**src/rtl/riscv_ctrl_pkg.sv**
```systemverilog
// Shared encodings for the multi-cycle RV32 controller: FSM states, opcodes and
// the select/control codes driven onto the datapath.
package riscv_ctrl_pkg;

    typedef enum logic [3:0] {
        S_FETCH,
        S_DECODE,
        S_MEMADR,
        S_MEMREAD,
        S_MEMWB,
        S_MEMWRITE,
        S_EXECR,
        S_EXECI,
        S_JAL,
        S_ALUWB,
        S_BRANCH,
        S_LUI,
        S_AUIPC
    } state_t;

    localparam logic [6:0] OP_LW    = 7'b0000011;
    localparam logic [6:0] OP_SW    = 7'b0100011;
    localparam logic [6:0] OP_R     = 7'b0110011;
    localparam logic [6:0] OP_I     = 7'b0010011;
    localparam logic [6:0] OP_BR    = 7'b1100011;
    localparam logic [6:0] OP_JAL   = 7'b1101111;
    localparam logic [6:0] OP_LUI   = 7'b0110111;
    localparam logic [6:0] OP_AUIPC = 7'b0010111;

    localparam logic [2:0] IMM_I = 3'b000;
    localparam logic [2:0] IMM_S = 3'b001;
    localparam logic [2:0] IMM_B = 3'b010;
    localparam logic [2:0] IMM_J = 3'b011;
    localparam logic [2:0] IMM_U = 3'b100;

    localparam logic [2:0] ALU_ADD = 3'b000;
    localparam logic [2:0] ALU_SUB = 3'b001;
    localparam logic [2:0] ALU_AND = 3'b010;
    localparam logic [2:0] ALU_OR  = 3'b011;
    localparam logic [2:0] ALU_SLT = 3'b101;

    localparam logic [1:0] ALUOP_ADD   = 2'b00;
    localparam logic [1:0] ALUOP_SUB   = 2'b01;
    localparam logic [1:0] ALUOP_FUNCT = 2'b10;

    localparam logic [1:0] RES_ALUOUT = 2'b00;
    localparam logic [1:0] RES_DATA   = 2'b01;
    localparam logic [1:0] RES_ALURES = 2'b10;

    localparam logic [1:0] SRCA_PC    = 2'b00;
    localparam logic [1:0] SRCA_OLDPC = 2'b01;
    localparam logic [1:0] SRCA_RD1   = 2'b10;
    localparam logic [1:0] SRCA_ZERO  = 2'b11;

    localparam logic [1:0] SRCB_RD2  = 2'b00;
    localparam logic [1:0] SRCB_IMM  = 2'b01;
    localparam logic [1:0] SRCB_FOUR = 2'b10;

    // lui/auipc always get the U format, even when the FSM rejects them.
    function automatic logic [2:0] imm_src_of(input logic [6:0] op);
        case (op)
            OP_LW, OP_I:      return IMM_I;
            OP_SW:            return IMM_S;
            OP_BR:            return IMM_B;
            OP_JAL:           return IMM_J;
            OP_LUI, OP_AUIPC: return IMM_U;
            default:          return IMM_I;
        endcase
    endfunction

endpackage

```
**src/rtl/alu_decoder.sv**
```systemverilog
// Maps the FSM's coarse ALU op plus instruction fields to the ALU control code.
module alu_decoder
    import riscv_ctrl_pkg::*;
(
    input  logic [1:0] alu_op,
    input  logic [2:0] funct3,
    input  logic       op5,
    input  logic       funct7b5,
    output logic [2:0] alu_control
);

    always_comb begin
        alu_control = ALU_ADD;
        case (alu_op)
            ALUOP_SUB: alu_control = ALU_SUB;
            ALUOP_FUNCT: begin
                case (funct3)
                    // funct7b5 only selects sub for register-register ops; addi ignores it
                    3'b000:  alu_control = (op5 & funct7b5) ? ALU_SUB : ALU_ADD;
                    3'b010:  alu_control = ALU_SLT;
                    3'b110:  alu_control = ALU_OR;
                    3'b111:  alu_control = ALU_AND;
                    default: alu_control = ALU_ADD;
                endcase
            end
            default: alu_control = ALU_ADD;
        endcase
    end

endmodule

```
**src/rtl/multicycle_controller.sv**
```systemverilog
// Moore FSM sequencing a multi-cycle RV32 datapath, with a retired-instruction counter.
// Build option: define CTRL_UTYPE_EN to execute lui/auipc instead of flagging them illegal.
//
// state      | meaning
// FETCH      | read instruction at PC, PC+4 -> PC when memory ready
// DECODE     | compute branch target into ALUOut, dispatch on opcode
// MEMADR     | rd1 + imm -> effective address
// MEMREAD    | load access, held until mem_ready
// MEMWB      | load data -> register file
// MEMWRITE   | store access, held until mem_ready
// EXECR/EXECI| register/immediate ALU operation
// JAL        | oldPC + 4 -> ALUOut, jump target -> PC
// ALUWB      | ALUOut -> register file
// BRANCH     | compare rd1/rd2, conditionally load PC
// LUI/AUIPC  | 0 + imm / oldPC + imm (CTRL_UTYPE_EN builds only)
module multicycle_controller
    import riscv_ctrl_pkg::*;
#(
    parameter int CNT_W = 32
) (
    input  logic             clk,
    input  logic             reset,
    input  logic [6:0]       op,
    input  logic [2:0]       funct3,
    input  logic             funct7b5,
    input  logic             zero,
    input  logic             mem_ready,
    output logic             pc_write,
    output logic             adr_src,
    output logic             mem_write,
    output logic             ir_write,
    output logic             reg_write,
    output logic [1:0]       result_src,
    output logic [1:0]       alu_src_a,
    output logic [1:0]       alu_src_b,
    output logic [2:0]       alu_control,
    output logic [2:0]       imm_src,
    output logic             illegal,
    output logic             retire,
    output logic [CNT_W-1:0] retire_cnt
);

    state_t     state, state_n;
    logic [1:0] alu_op;
    logic       pc_update, branch;
    logic       mem_write_raw, ir_write_raw, reg_write_raw, illegal_raw, retire_raw;

    always_ff @(posedge clk) begin
        if (reset) begin
            state      <= S_FETCH;
            retire_cnt <= '0;
        end else begin
            state <= state_n;
            if (retire_raw)
                retire_cnt <= retire_cnt + {{(CNT_W-1){1'b0}}, 1'b1};
        end
    end

    always_comb begin
        state_n       = state;
        adr_src       = 1'b0;
        result_src    = RES_ALUOUT;
        alu_src_a     = SRCA_PC;
        alu_src_b     = SRCB_RD2;
        alu_op        = ALUOP_ADD;
        pc_update     = 1'b0;
        branch        = 1'b0;
        mem_write_raw = 1'b0;
        ir_write_raw  = 1'b0;
        reg_write_raw = 1'b0;
        illegal_raw   = 1'b0;
        retire_raw    = 1'b0;
        case (state)
            S_FETCH: begin
                alu_src_b  = SRCB_FOUR;
                result_src = RES_ALURES;
                if (mem_ready) begin
                    ir_write_raw = 1'b1;
                    pc_update    = 1'b1;
                    state_n      = S_DECODE;
                end
            end
            S_DECODE: begin
                alu_src_a = SRCA_OLDPC;
                alu_src_b = SRCB_IMM;
                case (op)
                    OP_LW, OP_SW: state_n = S_MEMADR;
                    OP_R:         state_n = S_EXECR;
                    OP_I:         state_n = S_EXECI;
                    OP_JAL:       state_n = S_JAL;
                    OP_BR:        state_n = S_BRANCH;
`ifdef CTRL_UTYPE_EN
                    OP_LUI:       state_n = S_LUI;
                    OP_AUIPC:     state_n = S_AUIPC;
`endif
                    default: begin
                        // PC was already advanced in FETCH, so just move on
                        illegal_raw = 1'b1;
                        state_n     = S_FETCH;
                    end
                endcase
            end
            S_MEMADR: begin
                alu_src_a = SRCA_RD1;
                alu_src_b = SRCB_IMM;
                state_n   = (op == OP_SW) ? S_MEMWRITE : S_MEMREAD;
            end
            S_MEMREAD: begin
                adr_src = 1'b1;
                if (mem_ready)
                    state_n = S_MEMWB;
            end
            S_MEMWB: begin
                result_src    = RES_DATA;
                reg_write_raw = 1'b1;
                retire_raw    = 1'b1;
                state_n       = S_FETCH;
            end
            S_MEMWRITE: begin
                adr_src       = 1'b1;
                mem_write_raw = 1'b1;
                if (mem_ready) begin
                    retire_raw = 1'b1;
                    state_n    = S_FETCH;
                end
            end
            S_EXECR: begin
                alu_src_a = SRCA_RD1;
                alu_op    = ALUOP_FUNCT;
                state_n   = S_ALUWB;
            end
            S_EXECI: begin
                alu_src_a = SRCA_RD1;
                alu_src_b = SRCB_IMM;
                alu_op    = ALUOP_FUNCT;
                state_n   = S_ALUWB;
            end
            S_JAL: begin
                alu_src_a = SRCA_OLDPC;
                alu_src_b = SRCB_FOUR;
                pc_update = 1'b1;
                state_n   = S_ALUWB;
            end
            S_ALUWB: begin
                reg_write_raw = 1'b1;
                retire_raw    = 1'b1;
                state_n       = S_FETCH;
            end
            S_BRANCH: begin
                alu_src_a  = SRCA_RD1;
                alu_op     = ALUOP_SUB;
                branch     = 1'b1;
                retire_raw = 1'b1;
                state_n    = S_FETCH;
            end
            S_LUI: begin
                alu_src_a = SRCA_ZERO;
                alu_src_b = SRCB_IMM;
                state_n   = S_ALUWB;
            end
            S_AUIPC: begin
                alu_src_a = SRCA_OLDPC;
                alu_src_b = SRCB_IMM;
                state_n   = S_ALUWB;
            end
            default: state_n = S_FETCH;
        endcase
    end

    // Strobes are masked by reset so a reset mid-access cannot leak a write.
    assign pc_write  = ~reset & (pc_update | (branch & (zero ^ funct3[0])));
    assign mem_write = ~reset & mem_write_raw;
    assign ir_write  = ~reset & ir_write_raw;
    assign reg_write = ~reset & reg_write_raw;
    assign illegal   = ~reset & illegal_raw;
    assign retire    = ~reset & retire_raw;
    assign imm_src   = imm_src_of(op);

    alu_decoder u_alu_decoder (
        .alu_op      (alu_op),
        .funct3      (funct3),
        .op5         (op[5]),
        .funct7b5    (funct7b5),
        .alu_control (alu_control)
    );

endmodule

```
**config.mk**
```make
export PLATFORM = sky130hd
export DESIGN_NAME = multicycle_controller
export DESIGN_NICKNAME = d
export VERILOG_FILES = /design/src/rtl/riscv_ctrl_pkg.sv /design/src/rtl/alu_decoder.sv /design/src/rtl/multicycle_controller.sv
export SDC_FILE = /design/constraint.sdc
export NUM_CORES = 1
export LEC_CHECK = 0
export ABC_AREA = 1
export CAP_MARGIN = 20
export CORE_MARGIN = 5
export CORE_UTILIZATION = 30
export CTS_CLUSTER_SIZE = 20
export DETAILED_ROUTE_END_ITERATION = 16
export MAX_ROUTING_LAYER = met4
export PLACE_DENSITY_LB_ADDON = 0.15
export REMOVE_ABC_BUFFERS = 1
export SYNTH_ARGS = -nofsm -noshare
export SYNTH_HDL_FRONTEND = slang
export SYNTH_SLANG_ARGS = --single-unit
```
**constraint.sdc**
```tcl
create_clock -name clk -period 1.7 [get_ports clk]
set_input_delay 0.34 -clock clk [delete_from_list [all_inputs] [get_ports clk]]
set_output_delay 0.34 -clock clk [all_outputs]
set_load 0.005 [all_outputs]
```
==> results of run 1 <==
report_power, final:
part           internal [uW]  switching (uW)  total (uW)
Sequential               845            2.54         847
Clock                    330             333         663
Combinational            176             168         344
logic make-up (layout without fill, tap and decap cells):
| group | Yosys count | count (layout) |
|---|---|---|
| XOR/XNOR | 7 | 7 |
| adder cells (fa/ha/maj) | 3 | 3 |
| flip-flops | 36 | 36 |
| buffers and inverters | 67 | 219 |
| AO/OA/AOI/OAI | 48 | 48 |
| AND/OR/NAND/NOR | 302 | 303 |
worst max-delay path by stage:
stage,from,end,cells after the start
5_1_grt,state[1],retire,10
2_1_floorplan,state[2],alu_control[1],6
3_5_place_dp,op[5],imm_src[1],6
3_3_place_gp,op[5],imm_src[1],6
4_1_cts,state[2],alu_control[1],8
6_report,state[3],alu_control[1],6
state kept, by name, indices dropped and copies added (netlist names):
signal      cells
retire_cnt     32
state           4
what timing repair did:
action	CTS	global route
setup buffers	26	9
cloned	3	0
resized for setup	188	87
pin swaps	40	39
endpoints found under the setup margin	37	53
final cells by class:
type / instances / area [um2] / area share [%]
multi-input combinational: 361 / 2190 / 45.6
clock inverter: 1 / 7.51 / 0.157
tap: 108 / 135 / 2.82
inverter: 58 / 230 / 4.80
timing repair buffer: 153 / 1420 / 29.6
clock buffer: 7 / 86.3 / 1.80
sequential: 36 / 729 / 15.2
tightest hold or removal path, stage by stage (launching register included):
cell     delay (ns)
dfxtp_1        0.34
nand2_1        0.09
a21oi_2        0.05
routing by layer:
layer	routed length (um)	part of all wire (%)
met2	5380	52
met3	281	2.7
met1	4320	42
met5	0	0
met4	268	2.6
through the flow:
step | area, um2 | hold slack (ns) | setup WS [ns]
after global placement | 3840 | 0.490 | -0.538
after floorplan | 2590 | 0.402 | 0.0486
after global routing | 4790 | 0.568 | -0.247
after CTS | 4420 | 0.505 | -0.185
after detailed placement | 3840 | 0.494 | -0.565
final | 4790 | 0.519 | -0.204
cells in the final DEF (no fill, tap or decap), types with 7 or more instances in the layout:
cell / count
inv_2: 11
o21ai_2: 8
clkdlybuf4s50_1: 39
nand3_1: 20
buf_2: 13
nor2_2: 10
nand2_2: 14
xor2_1: 7
inv_1: 42
a21oi_2: 25
nand2_4: 24
buf_6: 23
nor2_1: 67
nor2_4: 15
dfxtp_1: 31
nand2_1: 131
buf_4: 61
==> metrics.txt, run 1 <==
asr flop ratio synth=0%; final setup fails=37; Post-Syn Instances=463; Worst Clk Skew=0.00773 ns; relative slew slack=approximately 62%; status=finished, violations left; Num CTS Buffers=5; most common cell in the netlist=nand2_1; CP peak stage delay=0.38 ns; Netlist Area Pre-Place=2660 um2; Hold EP=retire_cnt[31]; CTS Buffer Depth=2; cell count of the worst reg-to-reg path=14; Root Driver=clkbuf_8; Distinct cells, synth=31; DR iter-0 viols=138; top-area cell type share of the netlist area=27.1%; placed cells=685; CTS sink count=36; number of synthesized flops with an enable pin=0; setup TNS=-2.50 ns; Worst Hold Class=reg2reg; NumNets Final=around 630; vias=around 3500; Routed WL=slightly above 10000 um; Detail Route Antenna Nets=0; Slowest cell on crit path=dfxtp_4; R2R Path End=retire_cnt[19]; Max Freq=525 MHz; final worst slack=-0.204 ns; first-pass GRT wire length=16200 um; cts hold-fix bufs=0; synth warn=0; VDD IR max=0.275 mV; Initial Util=30.7%; Post-Synth Simple-Gate Area=between 40% and 50%; Yosys reg bits=36; vias in the first global route=3469; CTS tree=yes; Final Util=55.2%; count of pins over their slew limit=0; Area Growth Syn to Fin=80.1%; Die X=104 um; largest family of logic cells by synthesized area=simple AND/OR/NAND/NOR gates; Max Cap Violations=0; hold path start=retire_cnt[31]; Top Family by Delay on Critical Path=simple AND/OR/NAND/NOR gates; CP cell instances=nor2_4, nand2_2, inv_2, ha_4, nor4_4, buf_2; num rows=34; Die ar.=10900 um2; GPL Wtd Cong=0.846; busiest grt layer=met2; die extent in y=104 um; global-route usage over all layers=18.1%; Reg-to-Reg Start=state[1]; filler cell count=859; Worst Max-Slew Pin Slew=0.565 ns; Post-Syn Area per Cell=between 5 and 6 um2; gr ovfl total=0; Synth Area in Adders=roughly 1.4%; Port Buffers=65; top cells by area, synth=dfxtp_1 (27%), nand2_1 (23%), nor2_1 (11%); post-synthesis xor/xnor area fraction=2.30%; TritonRoute pass-1 iters=4; worst skew pair latency=around 0.29 ns; M2 GR Usage=32.2%; reg2reg setup slack=-0.12 ns; met1 usage=20.5%; register area share after synthesis=27.1%; Lkg Pwr=0.00215 uW; DRC=0; violated checks=setup timing; WP data required=1.36 ns; CTS clk-pin slew, worst paths=about 0.08 ns; share of cells above drive strength 1=40.4%; total core area=8680 um2; PD cells=387 nW/um2; Hold Crit Depth=2; Crit Path Category=reg2out; worst-path fanout max=3; vias per inst=between 4 and 5; cell taking the most area after synthesis=dfxtp_1; crit path buf inv count=2; post-DP HPWL=6790 um; Ports=66; antenna violations before repair=0; wire length per cell=14.2 um; fin crit share=112%; ANT cells=0; final-report hold violation count=0; most frequent cells after synthesis=nand2_1 (163), nor2_1 (81), inv_1 (51); RSZ-0062 raised after global routing=true; Worst Setup Start Kind=flip-flop; post-synthesis mux area share=0%; H-tree levels=2; Setup crit end kind=output pin; Arr. time, crit path=1.56 ns; ys flop type=dfxtp_1; Compound-Gate Fraction of Synth Area=around a tenth; largest net degree at the start of global routing=22; crit path time final=1.90 ns; overall power=1850 uW; met3 Resource Use GR=2.86%; Finished Layout Cells=slightly above 700
Power figures use the tool's default switching activity.
==> run 2: changes to the inputs <==
Settings changed: CORE_UTILIZATION 30 to 31, DONT_BUFFER_PORTS set to 1.
==> run 2 against run 1 <==
Compared with the run above: the run still ends with setup timing left; global-route usage down 1.5 points; first-iteration DRC count is 5.8% higher; hold slack got worse by 0.41 ns; combinational power fell by 56%; register-to-register slack improved by 0.19 ns; die area down 2.9%; via count decreased by 16%; sequential power is essentially flat; critical path type unchanged; highest routed layer unchanged.
==> metrics.txt, run 2 (same netlist as run 1, synthesis figures left out) <==
status=finished, violations left; violated checks=setup timing; Arr. time, crit path=1.40 ns (-0.16 ns); CTS clk-pin slew, worst paths=0.08 ns (about the same); relative slew slack=68.9% (+6.6 points); DRC=0 (unchanged); NumNets Final=532 (-16%); wire length per cell=14.2 um (+0.60%); Area Growth Syn to Fin=29.7%; worst-path fanout max=4 (+1); Crit Path Category=reg2out; Worst Setup Start Kind=flip-flop; gr ovfl total=0 (unchanged); clock power share=37.6% (+1.9 points); logic gate share of total power=9.6% (-8.9 points); Num CTS Buffers=5 (unchanged); met1 usage=23.6% (+3.1 points); largest net degree at the start of global routing=30 (+36%); die extent in y=103 um (-1.5%); sequential share of power=52.9% (+7.2 points); CP cell instances=buf_4, nand2_2, nor2_4, nand2_4, nand2_2, nor2_4, nor2_2; Die ar.=10500 um2 (-2.9%); final-report hold violation count=0 (unchanged); post-DP HPWL=6510 um (-4.1%); num rows=33 (-2.9%); met3 Resource Use GR=3.79% (+0.93 points); Worst Hold Class=in2reg; fin crit share=103% (-9.5 points); Top reg by flops=retire_cnt; Placed Area=3000 um2 (-22%); final hold slack=0.112 ns (-0.406 ns); overall power=1600 uW (-14%); crit path buf inv count=1 (-1); busiest grt layer=met2; CTS tree=yes; Port Buffers=0 (-100%); TritonRoute pass-1 iters=4 (unchanged); H-tree levels=2 (unchanged); CTS Buffer Depth=2 (unchanged); GPL Wtd Cong=0.874 (+3.2%); Finished Layout Cells=619 (-15%); Pint=1190 uW (-12%); cts hold-fix bufs=0 (unchanged); Max Freq=574 MHz (+9.2%); Slowest cell on crit path=dfxtp_2; max reg flops=32 (unchanged); total core area=8300 um2 (-4.4%); count of pins over their slew limit=0 (unchanged); Top Family by Delay on Critical Path=simple AND/OR/NAND/NOR gates; RSZ-0062 raised after global routing=true; Ports=66 (unchanged); Worst Max-Slew Pin Slew=0.466 ns (-0.0985 ns); vias in the first global route=2672 (-23%); final worst slack=-0.0426 ns (+0.161 ns); crit path time final=1.74 ns (-0.161 ns); Initial Util=32.1% (+1.4 points); placed cells=596 (-13%); DR iter-0 viols=146 (+5.8%); antenna violations before repair=0 (unchanged); most common cell after layout, fill and taps aside=nand2_1; ANT cells=0 (unchanged); biggest regs=retire_cnt x32, state x4; CTS sink count=36 (unchanged); global-route usage over all layers=16.6% (-1.5 points); PD cells=464 nW/um2 (+20%); commonest non-fill, non-tap cells in the layout=nand2_1 (158), nor2_1 (70), inv_1 (47), buf_4 (42), dfxtp_1 (29); Die X=103 um (-1.5%); vias=2930 (-16%); Setup crit end kind=output pin; Max Cap Violations=0 (unchanged); switching share of power=26.1% (-1.1 points); Root Driver=clkbuf_8; VDD IR max=0.205 mV (-26%); Lkg Pwr=0.00138 uW (-36%); Routed WL=8820 um (-14%); worst skew pair latency=0.29 ns (about the same); Detail Route Antenna Nets=0 (unchanged); Finished Cell Area=3450 um2 (-28%); filler cell count=895 (+4.2%); Worst Clk Skew=0.0103 ns (+0.00256 ns); share of cells above drive strength 1=24.5% (-16 points); M2 GR Usage=23.9% (-8.3 points); CP peak stage delay=0.36 ns (-0.02 ns); net switching power=418 uW (-17%); first-pass GRT wire length=13400 um (-17%); final setup fails=4 (-89%); WP data required=1.36 ns (about the same); vias per inst=4.73 (-1.4%)
run 2: per-stage QoR:
stage | util (%) | TNS, ns | setup slack, ns
5_1_grt | 41.6 | -0.599 | -0.117
3_3_place_gp | 36.2 | 0 | 0.112
3_5_place_dp | 36.2 | 0 | 0.0877
6_report | 41.6 | -0.102 | -0.0426
2_1_floorplan | - | 0 | 0.0486
4_1_cts | 38.5 | -0.0694 | -0.0448
run 2: repair_timing:
action / CTS / global route
setup endpoints to repair: 9 / 23
gates resized for setup: 23 / 44
pin swaps: 7 / 15
cloned: 0 / 2
buffers inserted: 6 / 8
run 2: power by group through the flow:
stage	Clock, uW	Combinational, uW	Sequential [uW]
finish	602	153	848
global route	648	169	848
CTS	616	119	849
detailed placement	0	103	868
global placement	0	103	868
floorplan	0	74.0	870
run 2: area by class of cell:
cell class                 instances  area [um2]  area share, %
sequential                        36         732           21.2
inverter                          58         225           6.52
tap                              105         131           3.81
multi-input combinational        361        1840           53.3
clock inverter                     1        5.00          0.145
timing repair buffer              52         445           12.9
clock buffer                       6        72.6           2.10
run 2: final timing paths:
check | end | slack [ns] | depth (start not counted) | start
worst max-delay path | retire | -0.04 | 7 | state[2]
worst min-delay path | state[0] | 0.11 | 1 | reset
worst max register to register | retire_cnt[28] | 0.07 | 9 | state[0]
worst min register to register | retire_cnt[31] | 0.51 | 2 | retire_cnt[31]
run 2: per-layer routing:
layer | part of all wire (%) | wire length [um] | up-vias
met5 | 0 | 0 | -
met4 | 0.87 | 77 | 0
met3 | 7.4 | 655 | 8
met2 | 45 | 3930 | 82
met1 | 47 | 4160 | 1291
li1 | - | - | 1549
run 2: worst reg2reg max path, delay by kind of cell (launching register included):
family | cells | cell delay [ns]
AND/OR/NAND/NOR | 5 | 0.68
AO/OA/AOI/OAI | 1 | 0.05
flip-flops | 1 | 0.33
buffers and inverters | 3 | 0.47
